--- src/rtl/pmod_pkg.sv ---
// pmod_pkg: shared FSM state encoding and default parameters for the PMOD shift transmitter.
package pmod_pkg;
    localparam int CLKDIV_DEF = 6;
    localparam int WIDTH_DEF = 8;
    typedef enum logic [1:0] {IDLE, SHIFT_LO, SHIFT_HI, LATCH} state_t;
endpackage

--- src/rtl/pmod_tick_div.sv ---
// pmod_tick_div: CLKDIV down-counter restarted on each phase change; tick marks the phase's last cycle.
module pmod_tick_div
    import pmod_pkg::*;
#(
    parameter int CLKDIV = CLKDIV_DEF
) (
    input  logic clk,
    input  logic reset_n,
    input  logic restart,
    output logic tick
);
    logic [7:0] cnt;
    always_ff @(posedge clk) begin
        if (!reset_n)
            cnt <= '0;
        else
            cnt <= (restart || cnt == 8'd0) ? 8'(CLKDIV - 1) : cnt - 8'd1;
    end
    assign tick = (cnt == 8'd0);
endmodule

--- src/rtl/pmod_shift_tx.sv ---
// pmod_shift_tx: MSB-first serialiser for a PMOD shift/storage register pair.
// Define PMOD_SHIFT_TX_READBACK_EN to add the sdi daisy-chain return and rx_data.
module pmod_shift_tx
    import pmod_pkg::*;
#(
    parameter int CLKDIV = CLKDIV_DEF,
    parameter int WIDTH  = WIDTH_DEF
) (
    input  logic             clk,
    input  logic             reset_n,
    input  logic             tx_valid,
    input  logic [WIDTH-1:0] tx_data,
    output logic             tx_ready,
    output logic             sclk,
    output logic             sdo,
    output logic             latch,
    output logic             done
`ifdef PMOD_SHIFT_TX_READBACK_EN
    ,
    input  logic             sdi,
    output logic [WIDTH-1:0] rx_data
`endif
);
    state_t state, state_n;
    logic [WIDTH-1:0] sh, sh_n;
    logic [5:0] bits, bits_n;
    logic tick, finish;

    pmod_tick_div #(.CLKDIV(CLKDIV)) u_div (
        .clk(clk),
        .reset_n(reset_n),
        .restart(state_n != state),
        .tick(tick)
    );

    assign tx_ready = (state == IDLE);
    assign finish = (state == LATCH) && tick;

    always_comb begin
        state_n = state;
        sh_n = sh;
        bits_n = bits;
        case (state)
            IDLE: if (tx_valid) begin
                state_n = SHIFT_LO;
                sh_n = tx_data;
                bits_n = 6'(WIDTH);
            end
            SHIFT_LO: if (tick) state_n = SHIFT_HI;
            SHIFT_HI: if (tick) begin
                sh_n = sh << 1;
                bits_n = bits - 6'd1;
                state_n = (bits == 6'd1) ? LATCH : SHIFT_LO;
            end
            default: if (tick) state_n = IDLE;
        endcase
    end

    // Outputs are registered from the next state so they line up with the phase they describe.
    always_ff @(posedge clk) begin
        if (!reset_n) begin
            state <= IDLE;
            sh <= '0;
            bits <= '0;
            sclk <= 1'b0;
            sdo <= 1'b0;
            latch <= 1'b0;
            done <= 1'b0;
        end else begin
            state <= state_n;
            sh <= sh_n;
            bits <= bits_n;
            sclk <= (state_n == SHIFT_HI);
            sdo <= (state_n == SHIFT_LO || state_n == SHIFT_HI) && sh_n[WIDTH-1];
            latch <= (state_n == LATCH);
            done <= finish;
        end
    end

`ifdef PMOD_SHIFT_TX_READBACK_EN
    logic [WIDTH-1:0] rx_sh;
    always_ff @(posedge clk) begin
        if (!reset_n) begin
            rx_sh <= '0;
            rx_data <= '0;
        end else begin
            if (state == SHIFT_HI && tick) rx_sh <= WIDTH'({rx_sh, sdi});
            if (finish) rx_data <= rx_sh;
        end
    end
`endif
endmodule

--- config.mk ---
export PLATFORM = sky130hd
export DESIGN_NAME = pmod_shift_tx
export DESIGN_NICKNAME = d
export VERILOG_FILES = /design/src/rtl/pmod_pkg.sv /design/src/rtl/pmod_tick_div.sv /design/src/rtl/pmod_shift_tx.sv
export SDC_FILE = /design/constraint.sdc
export NUM_CORES = 1
export LEC_CHECK = 0
export ABC_AREA = 1
export CORE_ASPECT_RATIO = 0.75
export CORE_MARGIN = 2
export CORE_UTILIZATION = 59
export DETAILED_ROUTE_END_ITERATION = 8
export MAX_ROUTING_LAYER = met4
export PLACE_DENSITY = 0.9
export SLEW_MARGIN = 30
export SYNTH_ARGS = -nofsm -noshare
export SYNTH_HDL_FRONTEND = slang
export SYNTH_SLANG_ARGS = --single-unit
--- constraint.sdc ---
create_clock -name clk -period 2.85 [get_ports clk]
set_input_delay 0.57 -clock clk [delete_from_list [all_inputs] [get_ports clk]]
set_output_delay 0.57 -clock clk [all_outputs]
set_load 0.02 [all_outputs]
==> run_results.csv <==
group,metric,value,unit
run_status,status,"finished clean",
detailed_routing,dr.pass1.iters,6,
clock_network,cts_tree,"yes",
worst_setup_path,rr_startpoint,"u_div.cnt[0]$_SDFF_PN0_",
clock_network,cts_resized,0,
floorplanning,pin_count,16,
pwr,switching_share,42.5,%
floorplanning,die_height,46.6,um
worst_setup_path,end_kind,"primary output",
hold_path,hold_class,"reg2reg",
floorplanning,rows,15,
finish,post_route_cells_drive_above_1_share,12.1,%
clock_network,numCtsBuffers,3,
pwr,power.switching,0.660,mW
sta,slew_headroom,70.5,%
clock_network,post_cts.repair.setup_buffers,0,
detailed_routing,antenna_left,0,
grt,grt_pass1_vias,1155,
worst_setup_path,crit_family,"buffers and inverters",
sta,post-route-min-period,2.16,ns
finish,final_util,72.6,%
pwr,ir_drop,0.473,mV
run,drv_cap,0,
sta,rsz0062_at_grt,"false",
pwr,p_per_area,933,mW/mm^2
sta,fmax,462,MHz
clock_network,cts.sinks,28,
floorplanning,coreArea,0.00229,mm^2
place,port_buffers,15,
grt,busiest_layer,"met2",
logic_synthesis,ys_warn_count,0,
pwr,leakagePower,0.770,nW
worst_setup_path,cp-startpoint,"state[0]$_SDFF_PN0_",
floorplanning,dieArea,0.00283,mm^2
detailed_routing,drt_iter0_drc,55,
logic_synthesis,synth_cells,197,
place,place_congestion,0.819,
logic_synthesis,avgSynthCellArea,7.24,um^2
grt,antenna_found_initial,0,
place,dp_hpwl,2.30,mm
logic_synthesis,synth_cell_type_count,30,
clock_network,clkTransAtPathRegs,0.16,ns
worst_setup_path,slowest_stage,"clkdlybuf4s50_1",
place,placed_cell_area,0.00161,mm^2
clock_network,holdBufCountCts,0,
finish,syn2layout_area_growth,16.6,%
logic_synthesis,yosys_register_bits,28,
finish,n_antenna_cell,0,
grt,grtUsageMet2,43.9,%
floorplanning,die_w,60.8,um
sta,setup_tns,0,ns
clock_network,htreeDepth,1,
clock_network,clock-root-buffer,"clkbuf_4",
clock_network,clk_latency,0.34,ns
detailed_routing,wl_per_cell,12.1,um
grt,grtUsageTotal,24.4,%
finish,final_cell_area,0.00166,mm^2
detailed_routing,viasPerCell,5.15,
grt,overflow,0,
sta,tightest_slew,0.439,ns
worst_setup_path,cpPeakStageDelay,0.64,ns
pwr,p_clk_share,17.3,%
detailed_routing,vias,1283,
pwr,p_int,0.892,mW
clock_network,cts.path.max_buffers,2,
finish,final_nets,232,
sta,fin_crit_sh,75.9,%
logic_synthesis,synth_fp_nets,213,
worst_setup_path,arrival,1.59,ns
worst_setup_path,crit_type,"reg2out",
logic_synthesis,ys_seq_area_share,39.3,%
detailed_routing,drc,0,
grt,grtUsageMet3,5.34,%
sta,setup_viol,0,
worst_setup_path,worstPathMaxFanout,5,
sta,drv_slew,0,
worst_setup_path,start_kind,"flip-flop",
grt,met1_usage,26.8,%
hold_path,min_from,"sh[0]$_SDFFE_PN0P_",
sta,hold_viol_final,0,
worst_setup_path,worst-path-buf-inv,1,
pwr,seqPwrFrac,36.7,%
logic_synthesis,synthesis.area,0.00143,mm^2
floorplanning,start_util,62.3,%
pwr,comb_power_share,46.0,%
sta,worst_clock_skew,0.00504,ns
finish,fillers,174,
grt,grt_max_degree,17,
detailed_routing,drt-total-wl,3.03,mm
grt,grt_pass1_wl,4.85,mm
worst_setup_path,crit_required,2.28,ns
worst_setup_path,path_cells,"nor2_2, clkdlybuf4s50_1",
## registers in the layout, summed over array words and instances (netlist names)
signal / cells
sh: 8
u_div.cnt: 8
done: 1
latch: 1
sclk: 1
bits: 6
sdo: 1
state: 2
## tightest hold or removal path, cell delays in order, from the launching register on
cell	delay [ns]
dfxtp_1	0.35
nand2_1	0.06
a21oi_1	0.06
## layout make-up
cell class | count | area (um^2) | area share, %
Clock buffer | 3 | 22.5 | 1.35
Clock inverter | 1 | 30.0 | 1.81
Inverter | 26 | 100 | 6.02
Multi-Input combinational cell | 141 | 749 | 45.1
Sequential cell | 28 | 561 | 33.7
Tap cell | 34 | 42.5 | 2.56
Timing Repair Buffer | 16 | 158 | 9.48
## logic make-up after synthesis
| kind of cell | after synthesis | share of synthesized area (%) |
|---|---|---|
| adder cells (fa/ha/maj) | 5 | 4.39 |
| flip-flops | 28 | 39.3 |
| buffers and inverters | 28 | 8.16 |
| AO/OA/AOI/OAI | 23 | 9.47 |
| XOR/XNOR | 6 | 3.68 |
| AND/OR/NAND/NOR | 107 | 35.0 |
## metrics by stage
step	power [mW]	setup WS, ns	instances	hold WS, ns
2_1_floorplan	1.12	1.29	197	0.441
3_3_place_gp	1.24	0.949	245	0.454
3_5_place_dp	1.28	0.860	245	0.476
4_1_cts	1.55	0.666	249	0.494
5_1_grt	1.66	0.617	249	0.508
6_report	1.55	0.687	249	0.491
## cell usage after synthesis, drive strengths merged
master	n	area share, %
nand4	2	0.88
nand3b	1	0.53
ha	5	4.4
xor2	5	3.1
nand2	53	16
o21bai	1	0.53
nor2	34	11
a21oi	10	4.3
o21a	1	0.53
buf	2	1.1
nor3	3	1.1
dfxtp	28	39
nand3	12	4.6
o21ai	11	4.1
clkinv	1	0.26
inv	25	6.8
xnor2	1	0.61
or2	2	0.88
## power by group through the flow
stage / registers, mW / logic, mW / clock network [mW]
after floorplan: 0.571 / 0.548 / 0
after global placement: 0.570 / 0.672 / 0
after detailed placement: 0.577 / 0.708 / 0
after CTS: 0.568 / 0.710 / 0.270
after global routing: 0.579 / 0.799 / 0.278
final: 0.569 / 0.714 / 0.268
## metal layers
layer / share of wire (%) / routed length (um)
met5: 0 / 0
met4: 0.96 / 29
met3: 5.9 / 178
met2: 52 / 1560
met1: 41 / 1250
## final timing paths
| check | endpoint | slack [ns] | cells after the start |
|---|---|---|---|
| worst max-delay path | tx_ready | 0.69 | 2 |
| worst min-delay path | sh[0]$_SDFFE_PN0P_ | 0.49 | 2 |
| worst max register to register | sdo$_SDFF_PN0_ | 0.97 | 9 |
| worst min register to register | sh[0]$_SDFFE_PN0P_ | 0.49 | 2 |
## cells in the final DEF, fill, tap and decap left out, drive strengths merged
cell type | netlist | layout
inv | 25 | 25
bufinv | 0 | 1
buf | 2 | 1
ha | 5 | 5
o21ai | 11 | 11
nand3b | 1 | 1
nand3 | 12 | 12
o21a | 1 | 1
nor3 | 3 | 3
nor2 | 34 | 34
clkdlybuf4s50 | 0 | 15
a21oi | 10 | 10
nand4 | 2 | 2
nand2 | 53 | 53
xnor2 | 1 | 1
clkinv | 1 | 1
dfxtp | 28 | 28
xor2 | 5 | 5
clkbuf | 0 | 3
o21bai | 1 | 1
or2 | 2 | 2
Power figures use the tool's default switching activity.
